`config.mk`:
```
export PLATFORM = sky130hd
export DESIGN_NAME = serial_to_parallel_loader
export DESIGN_NICKNAME = d
export VERILOG_FILES = /design/src/rtl/serial_to_parallel_loader.sv
export SDC_FILE = /design/constraint.sdc
export NUM_CORES = 1
export LEC_CHECK = 0
export CAP_MARGIN = 5
export CELL_PAD_IN_SITES_DETAIL_PLACEMENT = 0
export CELL_PAD_IN_SITES_GLOBAL_PLACEMENT = 1
export CORE_MARGIN = 2
export CORE_UTILIZATION = 35
export CTS_CLUSTER_SIZE = 12
export DETAILED_ROUTE_END_ITERATION = 16
export GPL_TIMING_DRIVEN = 1
export PLACE_DENSITY = 0.72
export SETUP_SLACK_MARGIN = 0.05
export SLEW_MARGIN = 20
export SYNTH_ARGS = -nofsm -noshare
export SYNTH_HDL_FRONTEND = slang
export SYNTH_SLANG_ARGS = --single-unit
```
`constraint.sdc`:
```
create_clock -name clk -period 2.75 [get_ports clk]
set_input_delay 0.6875 -clock clk [delete_from_list [all_inputs] [get_ports clk]]
set_output_delay 0.6875 -clock clk [all_outputs]
set_load 0.1 [all_outputs]
```
`src/rtl/serial_to_parallel_loader.sv`:
```
// Serial-to-parallel word assembler with valid-qualified bits, sync resync and a registered load strobe.
// Optional even-parity trailer bit per frame when SERIAL_PARITY_CHECK_EN is defined.
module serial_to_parallel_loader #(
  parameter int WIDTH     = 4,
  parameter bit MSB_FIRST = 1'b1
) (
  input  logic             clk,
  input  logic             reset,
  input  logic             sin_valid,
  input  logic             sin_data,
  input  logic             sync,
  output logic [WIDTH-1:0] dout,
  output logic             load,
  output logic             busy,
  output logic             frame_err,
  output logic             parity_err
);

`ifdef SERIAL_PARITY_CHECK_EN
  localparam int FRAME_LEN = WIDTH + 1;
`else
  localparam int FRAME_LEN = WIDTH;
`endif
  localparam int CW = $clog2(FRAME_LEN + 1);
  localparam logic [CW-1:0] LAST = CW'(FRAME_LEN - 1);

  typedef enum logic {ST_IDLE, ST_SHIFT} state_t;

  state_t           state_q, state_d;
  logic [CW-1:0]    count_q, count_d;
  logic [WIDTH-1:0] sr_q, sr_d;
  logic [WIDTH-1:0] dout_q, dout_d;
  logic             load_q, load_d;
  logic             busy_q, busy_d;
  logic             frame_err_q, frame_err_d;
  logic [WIDTH-1:0] shifted;
`ifdef SERIAL_PARITY_CHECK_EN
  logic             parity_err_q, parity_err_d;
`endif

  always_comb begin
    state_d     = state_q;
    count_d     = count_q;
    sr_d        = sr_q;
    dout_d      = dout_q;
    load_d      = 1'b0;
    frame_err_d = 1'b0;
`ifdef SERIAL_PARITY_CHECK_EN
    parity_err_d = 1'b0;
`endif
    // MSB-first shifts toward the top so the first bit ends in dout[WIDTH-1].
    if (MSB_FIRST) shifted = {sr_q[WIDTH-2:0], sin_data};
    else           shifted = {sin_data, sr_q[WIDTH-1:1]};

    if (sync) begin
      frame_err_d = (count_q != '0);
      if (sin_valid) begin
        sr_d    = shifted;
        count_d = CW'(1);
        state_d = ST_SHIFT;
      end else begin
        count_d = '0;
        state_d = ST_IDLE;
      end
    end else if (sin_valid) begin
      case (state_q)
        ST_IDLE: begin
          sr_d    = shifted;
          count_d = CW'(1);
          state_d = ST_SHIFT;
        end
        default: begin
          if (count_q == LAST) begin
            count_d = '0;
            state_d = ST_IDLE;
`ifdef SERIAL_PARITY_CHECK_EN
            // Completing bit is the parity trailer; data already sits in sr_q.
            if ((^sr_q ^ sin_data) == 1'b0) begin
              dout_d = sr_q;
              load_d = 1'b1;
            end else begin
              parity_err_d = 1'b1;
            end
`else
            dout_d = shifted;
            load_d = 1'b1;
`endif
          end else begin
            sr_d    = shifted;
            count_d = count_q + CW'(1);
          end
        end
      endcase
    end
    busy_d = (count_d != '0);
  end

  always_ff @(posedge clk) begin
    if (reset) begin
      state_q     <= ST_IDLE;
      count_q     <= '0;
      sr_q        <= '0;
      dout_q      <= '0;
      load_q      <= 1'b0;
      busy_q      <= 1'b0;
      frame_err_q <= 1'b0;
`ifdef SERIAL_PARITY_CHECK_EN
      parity_err_q <= 1'b0;
`endif
    end else begin
      state_q     <= state_d;
      count_q     <= count_d;
      sr_q        <= sr_d;
      dout_q      <= dout_d;
      load_q      <= load_d;
      busy_q      <= busy_d;
      frame_err_q <= frame_err_d;
`ifdef SERIAL_PARITY_CHECK_EN
      parity_err_q <= parity_err_d;
`endif
    end
  end

  assign dout      = dout_q;
  assign load      = load_q;
  assign busy      = busy_q;
  assign frame_err = frame_err_q;
`ifdef SERIAL_PARITY_CHECK_EN
  assign parity_err = parity_err_q;
`else
  assign parity_err = 1'b0;
`endif

endmodule

```
**After elaboration in Yosys (flattened, before gate mapping)**

Index checks and enable logic that the tools add are counted.

- Reductions and logical operators: 7
- Equal/unequal tests: 2
- Bitwise operators: 3
- $add $sub $neg: 1
- Mux-type cells: 16

Operators by type and width:

| cell | count |
|---|---|
| $mux W3 | 9 |
| $mux W1 | 7 |
| $reduce_bool A3 Y1 | 2 |
| $reduce_and A4 Y1 | 1 |
| $reduce_or A4 Y1 | 1 |
| $add A3 B1 Y3 const B | 1 |
| $eq A3 B2 Y1 const B | 1 |
| $ne A3 B3 Y1 const B | 1 |
| $not A1 Y1 | 3 |
| $reduce_and A2 Y1 | 1 |
| $reduce_bool A2 Y1 | 1 |
| $reduce_or A2 Y1 | 1 |

- Word-level logic and storage cells: 36
- Bits of input ports: 5
- Register bits: 14

**Longest topological paths before layout**

- Word-level depth: 6
- Depth in mapped cells: 5

**Worst setup path after synthesis**

OpenSTA, ideal clock, no wires.

- Path type: register -> output
- Start: register dout_q[0] (netlist: dout[0])
- End: output dout[0]
- Path buffers: 0
- Setup slack: 1,143 ps
- Stages on the path, launching flop included: 1
- Required time: 2,062 ps
- Data arrival time: 920 ps
- Cells stage by stage: dfxtp_1

RTL lines:

| what | line | source |
|---|---|---|
| start: declaration | 32 | `logic [WIDTH-1:0] dout_q, dout_d;` |
| start signal: assignment | 114 | `dout_q <= dout_d;` |
| end: declaration | 12 | `output logic [WIDTH-1:0] dout,` |

No word-level cell between the ends.

==> summary.txt <==
Status = completed
Row Count = 15
Antenna diodes = 0
FF+latch count, synth = 14
CP Capture Point = busy
RSZ-0062 raised after global routing = false
Highest clock rate = 569 MHz
Seq/Total Area, Yosys = 0.452
Routed vias = 500
Placed cell areas = 707 sq um
P per Cell Area = 542 nW/um^2
R2R Setup Slk = 1.47 ns
Dpl hpwl = 899 um
Cell count after synthesis = 70
Share of layout cells above drive strength 1 = 0.160
Die span in x = 46.1 um
Worst ir drop on vdd = 274 uV
WL/cell = 12.2 um
Number of I/O pins = 13
Max FO, Critical Path = 13
Crit. End Element = flop
Util after Layout = 0.440
Post-route ant nets = 0
Clock transition at path regs = 0.08 ns
Critical path startpoint = reset
Die Area = 2130 sq um
Post-CTS sizing = 0
R2R depth = 4
Initial antenna violation count = 0
FF-to-FF Start = count_q[1]
Worst setup SP type = primary input
Lkg Pwr = 0.306 nW
Number of port buffers = 11
Setup TNS = 0 ns
FF-to-FF End = busy
Synth Warn # = 0
Crit path kind = primary input to flop
Period utilisation layout = 0.640
Core Region = 1690 sq um
Max_cap viols = 0
Worst-Skew Late Latency = 0.28 ns
Total nets after synthesis = 77
Chip Height = 46.1 um
Synthesized area = 621 sq um
Tmin final = 1.76 ns
Simple-Gate Fraction of Synth Area = 0.198
Total wire length = 1200 um
Cts hold-fix bufs = 0
CP Data Arrival Time = 1.97 ns
# DRC = 0
Clock buffer depth = 2
First-pass GRT wire length = 2050 um
Compound-Gate Fraction of Synth Area = 0.212
H-tree levels = 1
Largest net degree at the start of global routing = 14
Synth-to-Final Area Change = 19.8%
CTS tree = yes
Total global-route track usage = 0.136
HP Class = flop to flop
CP required = 2.96 ns
Setup Viol. Count Final = 0
Initial core utilization = 0.367
Final clock skew = 0.00411 ns
Vias in the first global route = 477
Fin. Hold Viols = 0
Num CTS Buffers = 3
Nets@finish = 89
Final instance area = 743 sq um
# fillers = 178
Multiplexer area fraction after synthesis = 0
Postcts setup bufs = 0
Post-synthesis cell type count = 24
Root buffer cell = clkbuf_4
Clk sinks = 14
Via-to-Cell Ratio = 5.10
Gp weighted congestion = 0.687
Post-synthesis xor/xnor area fraction = 0
Post-Synth Adder-Cell Area = 0.0403
Main combinational cell family by area after synthesis = compound AO/OA/AOI/OAI gates
Drt first pass iters = 4
Final Max Slew Viols = 0
Syn_area_per_cell = 8.87 sq um
DR iter-0 viols = 11
Total grt overflow = 0
kinds of logic (layout without fill, tap and decap cells):
kind of cell | count (synthesis) | count (layout)
and+or+nand+nor | 19 | 19
AOI/OAI and AO/OA | 22 | 22
adders and majority gates | 2 | 2
DFF | 14 | 14
other | 1 | 1
buffers and inverters | 12 | 23
flip-flops by register name (all words and copies together), names as in the netlist:
name and flops:
dout 4, sr_q 3, load 1, count_q 3, state_q 1, frame_err 1, busy 1
per-layer routing:
metal / global-route usage / part of all wire
met5: 0 / 0
met1: 0.178 / 0.49
met3: 0.0588 / 0.062
met2: 0.203 / 0.45
met4: 0.0343 / 0
where the power goes:
group          total [mW]  leakage, nW  internal (mW)  switching (mW)
combinational      0.0456        0.171         0.0136          0.0319
sequential          0.211        0.114          0.208         0.00371
clock               0.146       0.0210         0.0806          0.0651
synthesized netlist by cell type:
cell type | count | share of area
a21oi_1 | 9 | 0.073
and3b_1 | 1 | 0.014
nor4b_1 | 1 | 0.014
clkbuf_1 | 1 | 0.0060
nand3b_1 | 1 | 0.012
dfxtp_1 | 14 | 0.45
nand2b_1 | 1 | 0.010
nor2_1 | 2 | 0.012
a41oi_2 | 1 | 0.026
nand3_1 | 7 | 0.056
ha_1 | 2 | 0.040
and4bb_2 | 1 | 0.020
buf_6 | 1 | 0.018
nand4bb_1 | 1 | 0.018
buf_2 | 1 | 0.0081
buf_4 | 1 | 0.012
conb_1 | 1 | 0.0060
inv_1 | 8 | 0.048
a211oi_1 | 2 | 0.024
o21ai_0 | 8 | 0.065
o211ai_1 | 2 | 0.024
nor2b_1 | 2 | 0.020
nor3_1 | 1 | 0.0081
and2b_1 | 1 | 0.012
critical path, cell delays in order:
cell             delay (ns)
clkdlybuf4s50_1        0.65
nor4b_1                0.44
a41oi_2                0.08
o211ai_1               0.10
layout by cell type (no fill, tap or decap), drive strengths merged, types with 2 or more instances in the layout:
| cell | n |
|---|---|
| nor2b | 2 |
| clkbuf | 4 |
| o211ai | 2 |
| a21oi | 9 |
| o21ai | 8 |
| a211oi | 2 |
| nand3 | 7 |
| ha | 2 |
| nor2 | 2 |
| buf | 7 |
| clkdlybuf4s50 | 4 |
| dfxtp | 14 |
| inv | 8 |
final cells by class:
cell class,instances,area (sq um),area share
Clock buffer,4,36.3,0.0488
Multi-Input combinational cell,44,283,0.380
Inverter,8,30.0,0.0404
Tap cell,17,21.3,0.0286
Timing Repair Buffer,11,92.6,0.125
Sequential cell,14,280,0.377
worst min-delay path by stage:
stage	start	to	slack [ns]	cells after the start
floorplan	sr_q[2]	dout[3]	0.44	2
global placement	sr_q[2]	dout[3]	0.47	2
detailed placement	sr_q[2]	dout[3]	0.47	2
CTS	sr_q[2]	dout[3]	0.47	2
global route	sr_q[2]	dout[3]	0.49	2
finish	sr_q[2]	dout[3]	0.47	2
per-stage QoR:
stage	hold WS [ns]	worst slack, ns	std cells	total power, mW
after floorplan	0.440	1.14	70	0.250
after global placement	0.466	0.685	94	0.262
after detailed placement	0.467	0.692	94	0.262
after CTS	0.474	0.997	98	0.410
after global routing	0.494	0.868	98	0.427
final	0.467	0.991	98	0.403
Power figures use the tool's default switching activity.
